File: src/rtl/ad7476a_sample_scheduler.sv
// ad7476a_sample_scheduler
//   Paces conversions of an ad7476a_interface at a programmable period, in
//   continuous or fixed-length burst mode, and presents the captured samples
//   on a valid/ready stream.
//
//   Optional feature macro: SAMPLE_TIMESTAMP_EN
//     defined   : free-running TS_WIDTH counter; its value at each request is
//                 delivered on m_ts_o together with the matching sample
//     undefined : no counter, m_ts_o tied to 0
//
//   Ports
//     clk_i, rst_ni            clock, async active-low reset
//     start_i, abort_i         control pulses
//     mode_i                   0 continuous, 1 burst
//     period_i, burst_len_i    configuration, latched on start_i
//     adc_request_o            one-cycle conversion request to the interface
//     adc_data_i/_valid_i      conversion result from the interface
//     m_valid_o/m_ready_i      output stream handshake
//     m_data_o, m_ts_o         held sample and its request timestamp
//     busy_o, done_o           sequencing status
//     late_o, overrun_o        sticky error flags, cleared on start_i
module ad7476a_sample_scheduler #(
  parameter int NUM_DEVICES    = 1,
  parameter int PERIOD_WIDTH   = 16,
  parameter int BURST_WIDTH    = 8,
  parameter int STARTUP_CYCLES = 4,
  parameter int TS_WIDTH       = 32
) (
  input  logic                      clk_i,
  input  logic                      rst_ni,
  input  logic                      start_i,
  input  logic                      abort_i,
  input  logic                      mode_i,
  input  logic [PERIOD_WIDTH-1:0]   period_i,
  input  logic [BURST_WIDTH-1:0]    burst_len_i,
  output logic                      adc_request_o,
  input  logic [12*NUM_DEVICES-1:0] adc_data_i,
  input  logic                      adc_data_valid_i,
  output logic                      m_valid_o,
  input  logic                      m_ready_i,
  output logic [12*NUM_DEVICES-1:0] m_data_o,
  output logic [TS_WIDTH-1:0]       m_ts_o,
  output logic                      busy_o,
  output logic                      done_o,
  output logic                      late_o,
  output logic                      overrun_o
);
  localparam int SU_N = (STARTUP_CYCLES < 1) ? 1 : STARTUP_CYCLES;
  localparam int SCW  = (SU_N > 1) ? $clog2(SU_N) : 1;
  localparam int BCW  = BURST_WIDTH + 1;

  typedef enum logic [1:0] {ST_STARTUP, ST_IDLE, ST_RUN, ST_DRAIN} state_t;

  state_t                  state_q, state_d;
  logic                    done_d;
  logic [SCW-1:0]          su_cnt_q;
  logic                    mode_q;
  logic [PERIOD_WIDTH-1:0] period_q, per_cnt_q;
  logic [BCW-1:0]          burst_q, smp_cnt_q;
  logic                    pending_q, inflight_q;

  logic su_done, launch, tick, capture, burst_end, can_load;

  assign su_done   = (su_cnt_q == SCW'(SU_N - 1));
  assign launch    = (state_q == ST_IDLE) && start_i && !abort_i;
  assign tick      = (state_q == ST_RUN) && (per_cnt_q == '0);
  assign capture   = adc_data_valid_i && inflight_q;
  assign burst_end = capture && mode_q && ((smp_cnt_q + BCW'(1)) == burst_q);
  assign can_load  = !m_valid_o || m_ready_i;

  // Gating on !adc_data_valid_i keeps the request out of the interface's
  // strobe cycle; gating on !abort_i keeps an aborting cycle from starting
  // a conversion that nobody would wait for.
  assign adc_request_o = (state_q == ST_RUN) && pending_q && !inflight_q &&
                         !adc_data_valid_i && !abort_i;

  // STARTUP is not reported as busy so that every output reads 0 in reset.
  assign busy_o = (state_q == ST_RUN) || (state_q == ST_DRAIN);

  always_ff @(posedge clk_i or negedge rst_ni) begin
    if (!rst_ni) state_q <= ST_STARTUP;
    else         state_q <= state_d;
  end

  always_comb begin
    state_d = state_q;
    done_d  = 1'b0;
    case (state_q)
      ST_STARTUP: if (su_done) state_d = ST_IDLE;
      ST_IDLE:    if (launch)  state_d = ST_RUN;
      ST_RUN: begin
        if (abort_i) begin
          // A result arriving in the abort cycle is captured now, so there
          // is nothing left to drain.
          if (inflight_q && !adc_data_valid_i) state_d = ST_DRAIN;
          else begin
            state_d = ST_IDLE;
            done_d  = 1'b1;
          end
        end else if (burst_end) begin
          state_d = ST_IDLE;
          done_d  = 1'b1;
        end
      end
      ST_DRAIN: begin
        if (adc_data_valid_i) begin
          state_d = ST_IDLE;
          done_d  = 1'b1;
        end
      end
      default: state_d = ST_STARTUP;
    endcase
  end

  always_ff @(posedge clk_i or negedge rst_ni) begin
    if (!rst_ni) begin
      su_cnt_q   <= '0;
      mode_q     <= 1'b0;
      period_q   <= '0;
      per_cnt_q  <= '0;
      burst_q    <= '0;
      smp_cnt_q  <= '0;
      pending_q  <= 1'b0;
      inflight_q <= 1'b0;
      m_valid_o  <= 1'b0;
      m_data_o   <= '0;
      done_o     <= 1'b0;
      late_o     <= 1'b0;
      overrun_o  <= 1'b0;
    end else begin
      done_o <= done_d;
      if (state_q == ST_STARTUP && !su_done) su_cnt_q <= su_cnt_q + SCW'(1);

      if (launch) begin
        mode_q    <= mode_i;
        period_q  <= (period_i == '0) ? PERIOD_WIDTH'(1) : period_i;
        burst_q   <= (burst_len_i == '0) ? (BCW'(1) << BURST_WIDTH) : BCW'(burst_len_i);
        per_cnt_q <= '0;
        smp_cnt_q <= '0;
        pending_q <= 1'b0;
        late_o    <= 1'b0;
        overrun_o <= 1'b0;
      end

      if (state_q == ST_RUN) begin
        per_cnt_q <= tick ? (period_q - PERIOD_WIDTH'(1)) : (per_cnt_q - PERIOD_WIDTH'(1));
        if (tick) begin
          if (pending_q) late_o    <= 1'b1;
          else           pending_q <= 1'b1;
        end
        if (adc_request_o || abort_i || burst_end) pending_q <= 1'b0;
      end

      if (adc_request_o) inflight_q <= 1'b1;
      else if (capture)  inflight_q <= 1'b0;

      if (capture) smp_cnt_q <= smp_cnt_q + BCW'(1);

      if (m_valid_o && m_ready_i) m_valid_o <= 1'b0;
      if (capture) begin
        if (can_load) begin
          m_data_o  <= adc_data_i;
          m_valid_o <= 1'b1;
        end else begin
          overrun_o <= 1'b1;
        end
      end
    end
  end

`ifdef SAMPLE_TIMESTAMP_EN
  logic [TS_WIDTH-1:0] ts_cnt_q, ts_req_q, m_ts_q;

  always_ff @(posedge clk_i or negedge rst_ni) begin
    if (!rst_ni) begin
      ts_cnt_q <= '0;
      ts_req_q <= '0;
      m_ts_q   <= '0;
    end else begin
      ts_cnt_q <= ts_cnt_q + TS_WIDTH'(1);
      if (adc_request_o)        ts_req_q <= ts_cnt_q;
      if (capture && can_load)  m_ts_q   <= ts_req_q;
    end
  end

  assign m_ts_o = m_ts_q;
`else
  assign m_ts_o = '0;
`endif

endmodule

File: config.mk
export PLATFORM = sky130hd
export DESIGN_NAME = ad7476a_sample_scheduler
export DESIGN_NICKNAME = d
export VERILOG_FILES = /design/src/rtl/ad7476a_sample_scheduler.sv
export SDC_FILE = /design/constraint.sdc
export NUM_CORES = 1
export LEC_CHECK = 0
export BUFFER_PORTS_ARGS = -buffer_cell sky130_fd_sc_hd__buf_2
export CAP_MARGIN = 20
export CORE_MARGIN = 3
export CORE_UTILIZATION = 55
export CTS_CLUSTER_SIZE = 20
export DETAILED_ROUTE_END_ITERATION = 16
export HOLD_SLACK_MARGIN = 0.15
export PLACE_DENSITY_LB_ADDON = 0.12
export SLEW_MARGIN = 10
export SYNTH_ARGS = -nofsm -noshare
export SYNTH_HDL_FRONTEND = slang
export SYNTH_SLANG_ARGS = --single-unit
File: constraint.sdc
create_clock -name clk_i -period 3.55 [get_ports clk_i]
set_clock_uncertainty 0.15 [all_clocks]
set_input_delay 0.71 -clock clk_i [delete_from_list [all_inputs] [get_ports clk_i]]
set_output_delay 0.71 -clock clk_i [all_outputs]
set_load 0.005 [all_outputs]
==> results.sh <==
export IMPL_min_period_over_period=0.8978
export IMPL_cts_tree="built"
export IMPL_cts_buffer_depth=2
export IMPL_clk_pin_slew_ps=90
export IMPL_max_cap_viol_count=0
export IMPL_syn_inst=442
export IMPL_fmax_ghz=0.3138
export IMPL_critPathKind="reg2reg"
export IMPL_end_kind="flop"
export IMPL_reg2reg_to="per_cnt_q[6]"
export IMPL_gp_congestion=0.9227
export IMPL_synthTopCellsByArea="dfrtp_1 (41%), mux2_2 (10%), buf_4 (5.6%)"
export IMPL_ys_seq_elements=73
export IMPL_cts_root_buf="clkbuf_8"
export IMPL_antennaDiodeCount=0
export IMPL_antenna_found_initial=0
export IMPL_initial_utilization=0.5851
export IMPL_clk_latency_ps=350
export IMPL_drc=0
export IMPL_portBuffers=60
export IMPL_drive_above_1_share=0.2800
export IMPL_utilization=0.6445
export IMPL_detail_route_antenna_nets=0
export IMPL_design_area_mm2=0.004850
export IMPL_die_h_um=95.47
export IMPL_synth_flop_cell="dfrtp_1"
export IMPL_report_final_slew_viol_count=0
export IMPL_r2r_start="state_q[0]"
export IMPL_placed_area_mm2=0.004648
export IMPL_regToRegSetupSlack_ps=360
export IMPL_grt_max_degree=74
export IMPL_timing_hold_ws_ps=329.5
export IMPL_worstPathRequired_ps=3630
export IMPL_die_w_um=95.47
export IMPL_die_area_mm2=0.009115
export IMPL_rsz0062_at_grt="false"
export IMPL_wl_um=9772
export IMPL_finalSetupViolCount=0
export IMPL_wl_per_cell_um=16.31
export IMPL_fin_crit_ps=3187
export IMPL_max_vdd_ir_drop_mv=0.4812
export IMPL_final_cell_mix="dfrtp_1 (73), buf_2 (59), mux2_2 (39)"
export IMPL_async_reset_ff_frac=1.000
export IMPL_syn2layout_area_growth_pct=10.14
export IMPL_path_max_fanout=7
export IMPL_vias=3573
export IMPL_fp_row_count=31
export IMPL_critPathArrivalTime_ps=3270
export IMPL_ctsHtreeMaxLevel=3
export IMPL_drtIter0Drc=248
export IMPL_synth_top_area_frac=0.4149
export IMPL_maxSlewHeadroom=0.4033
export IMPL_viasPerCell=5.965
export IMPL_clock_sinks=73
export IMPL_first_global_vias=3392
export IMPL_crit_path_start="state_q[0]"
export IMPL_syn_area_mm2=0.004403
export IMPL_cts_setup_buffers=0
export IMPL_rr_worst_depth=12
export IMPL_fin_setup_tns_ps=0
export IMPL_yosys_cell_types_count=72
export IMPL_hpwlAfterDp_um=7117
export IMPL_post_cts_resized=0
export IMPL_final_common_cell="dfrtp_1"
export IMPL_grt_use_total=0.2285
export IMPL_cts_hold_buf=0
export IMPL_yosysSeqAreaShare=0.4149
export IMPL_grt_ovfl_total=0
export IMPL_hold_class="in2async"
export IMPL_cellLeakagePower_uw=0.002254
export IMPL_first_pass_iters=4
export IMPL_power_density_mw_per_mm2=718.5
export IMPL_status="finished clean"
export IMPL_start_kind="flop"
export IMPL_cts_made_buffers=9
export IMPL_grt_pass1_wl_um=16240
export IMPL_syn_area_per_cell_um2=9.961
export IMPL_tightest_slew_ps=895.0
export IMPL_yosysWarnings=0
export IMPL_synth_edf_count=0
export IMPL_yosys_area_top_type="dfrtp_1"
export IMPL_layout_nets=546
export IMPL_pin_count=93
export IMPL_coreArea_mm2=0.007525
export IMPL_hold_viol_final=0
## flip-flops by register name (all words and copies together) (netlist names)
signal,cells
overrun_o,1
m_valid_o,1
m_data_o,12
su_cnt_q,2
period_q,16
done_o,1
burst_q,9
pending_q,1
mode_q,1
per_cnt_q,16
state_q,2
smp_cnt_q,9
inflight_q,1
late_o,1
## report_power, final
group	leakage [µW]	switching (µW)	internal, µW
clock network	0.000105	336	332
logic	0.00121	678	666
registers	0.000939	351	1120
## worst max-delay path, stage by stage (launching register included)
cell and delay [ps]:
dfrtp_1 440, inv_1 100, ha_1 240, and3_1 220, and2_2 240, a21oi_1 190
ha_1 220, nand2b_1 90, nor2_1 170, o31ai_2 150, a2111oi_2 450, o21bai_1 110
a211o_1 300
## cell type report
cell class / count / area, µm²
inverter: 14 / 52.55
clock inverter: 7 / 77.57
timing repair buffer: 65 / 340.3
clock buffer: 9 / 123.9
multi-input combinational: 332 / 2305
fill: 648 / 2675
tap: 99 / 123.9
sequential: 73 / 1827
## logic make-up (layout without fill, tap and decap cells)
family                     count (synthesis)  count (layout)  synth area share
AOI/OAI and AO/OA                        101             101            0.1594
xor gates and xnor gates                  11              11           0.02188
adders and majority gates                  8               8           0.02273
buffers and inverters                     68              95           0.08923
DFF                                       73              73            0.4149
muxes                                     46              46            0.1157
other                                      1              32         0.0008517
and+or+nand+nor                          134             134            0.1753
## stage by stage
step	total power [µW]	std cells	setup WS (ps)
6_report	3484	599	362.9
5_1_grt	3756	599	154.7
4_1_cts	3497	599	396.9
3_5_place_dp	2815	583	425.6
3_3_place_gp	2770	583	535.5
2_1_floorplan	2453	473	535.5
## worst max-delay path by stage
stage	end	slack (ps)	cells past startpoint
global route	per_cnt_q[6]	150	12
finish	per_cnt_q[6]	360	12
CTS	per_cnt_q[6]	400	12
detailed placement	per_cnt_q[6]	430	12
floorplan	per_cnt_q[6]	540	14
global placement	per_cnt_q[6]	540	12
## cells in the mapped netlist, types with 12 or more instances
master / n
buf_4: 33
inv_1: 14
a21oi_1: 15
nand2_1: 24
clkbuf_1: 12
nand3_1: 14
o21ai_0: 27
dfrtp_1: 73
mux2_2: 39
nor2_1: 24
## per-layer routing
layer / routed length, µm / global-route usage
met3: 784 / 0.06709
met1: 4396 / 0.3189
met5: 0 / 0
met2: 4459 / 0.3452
met4: 131 / 0.06872
No activity file was read; power rests on OpenSTA's default activity.
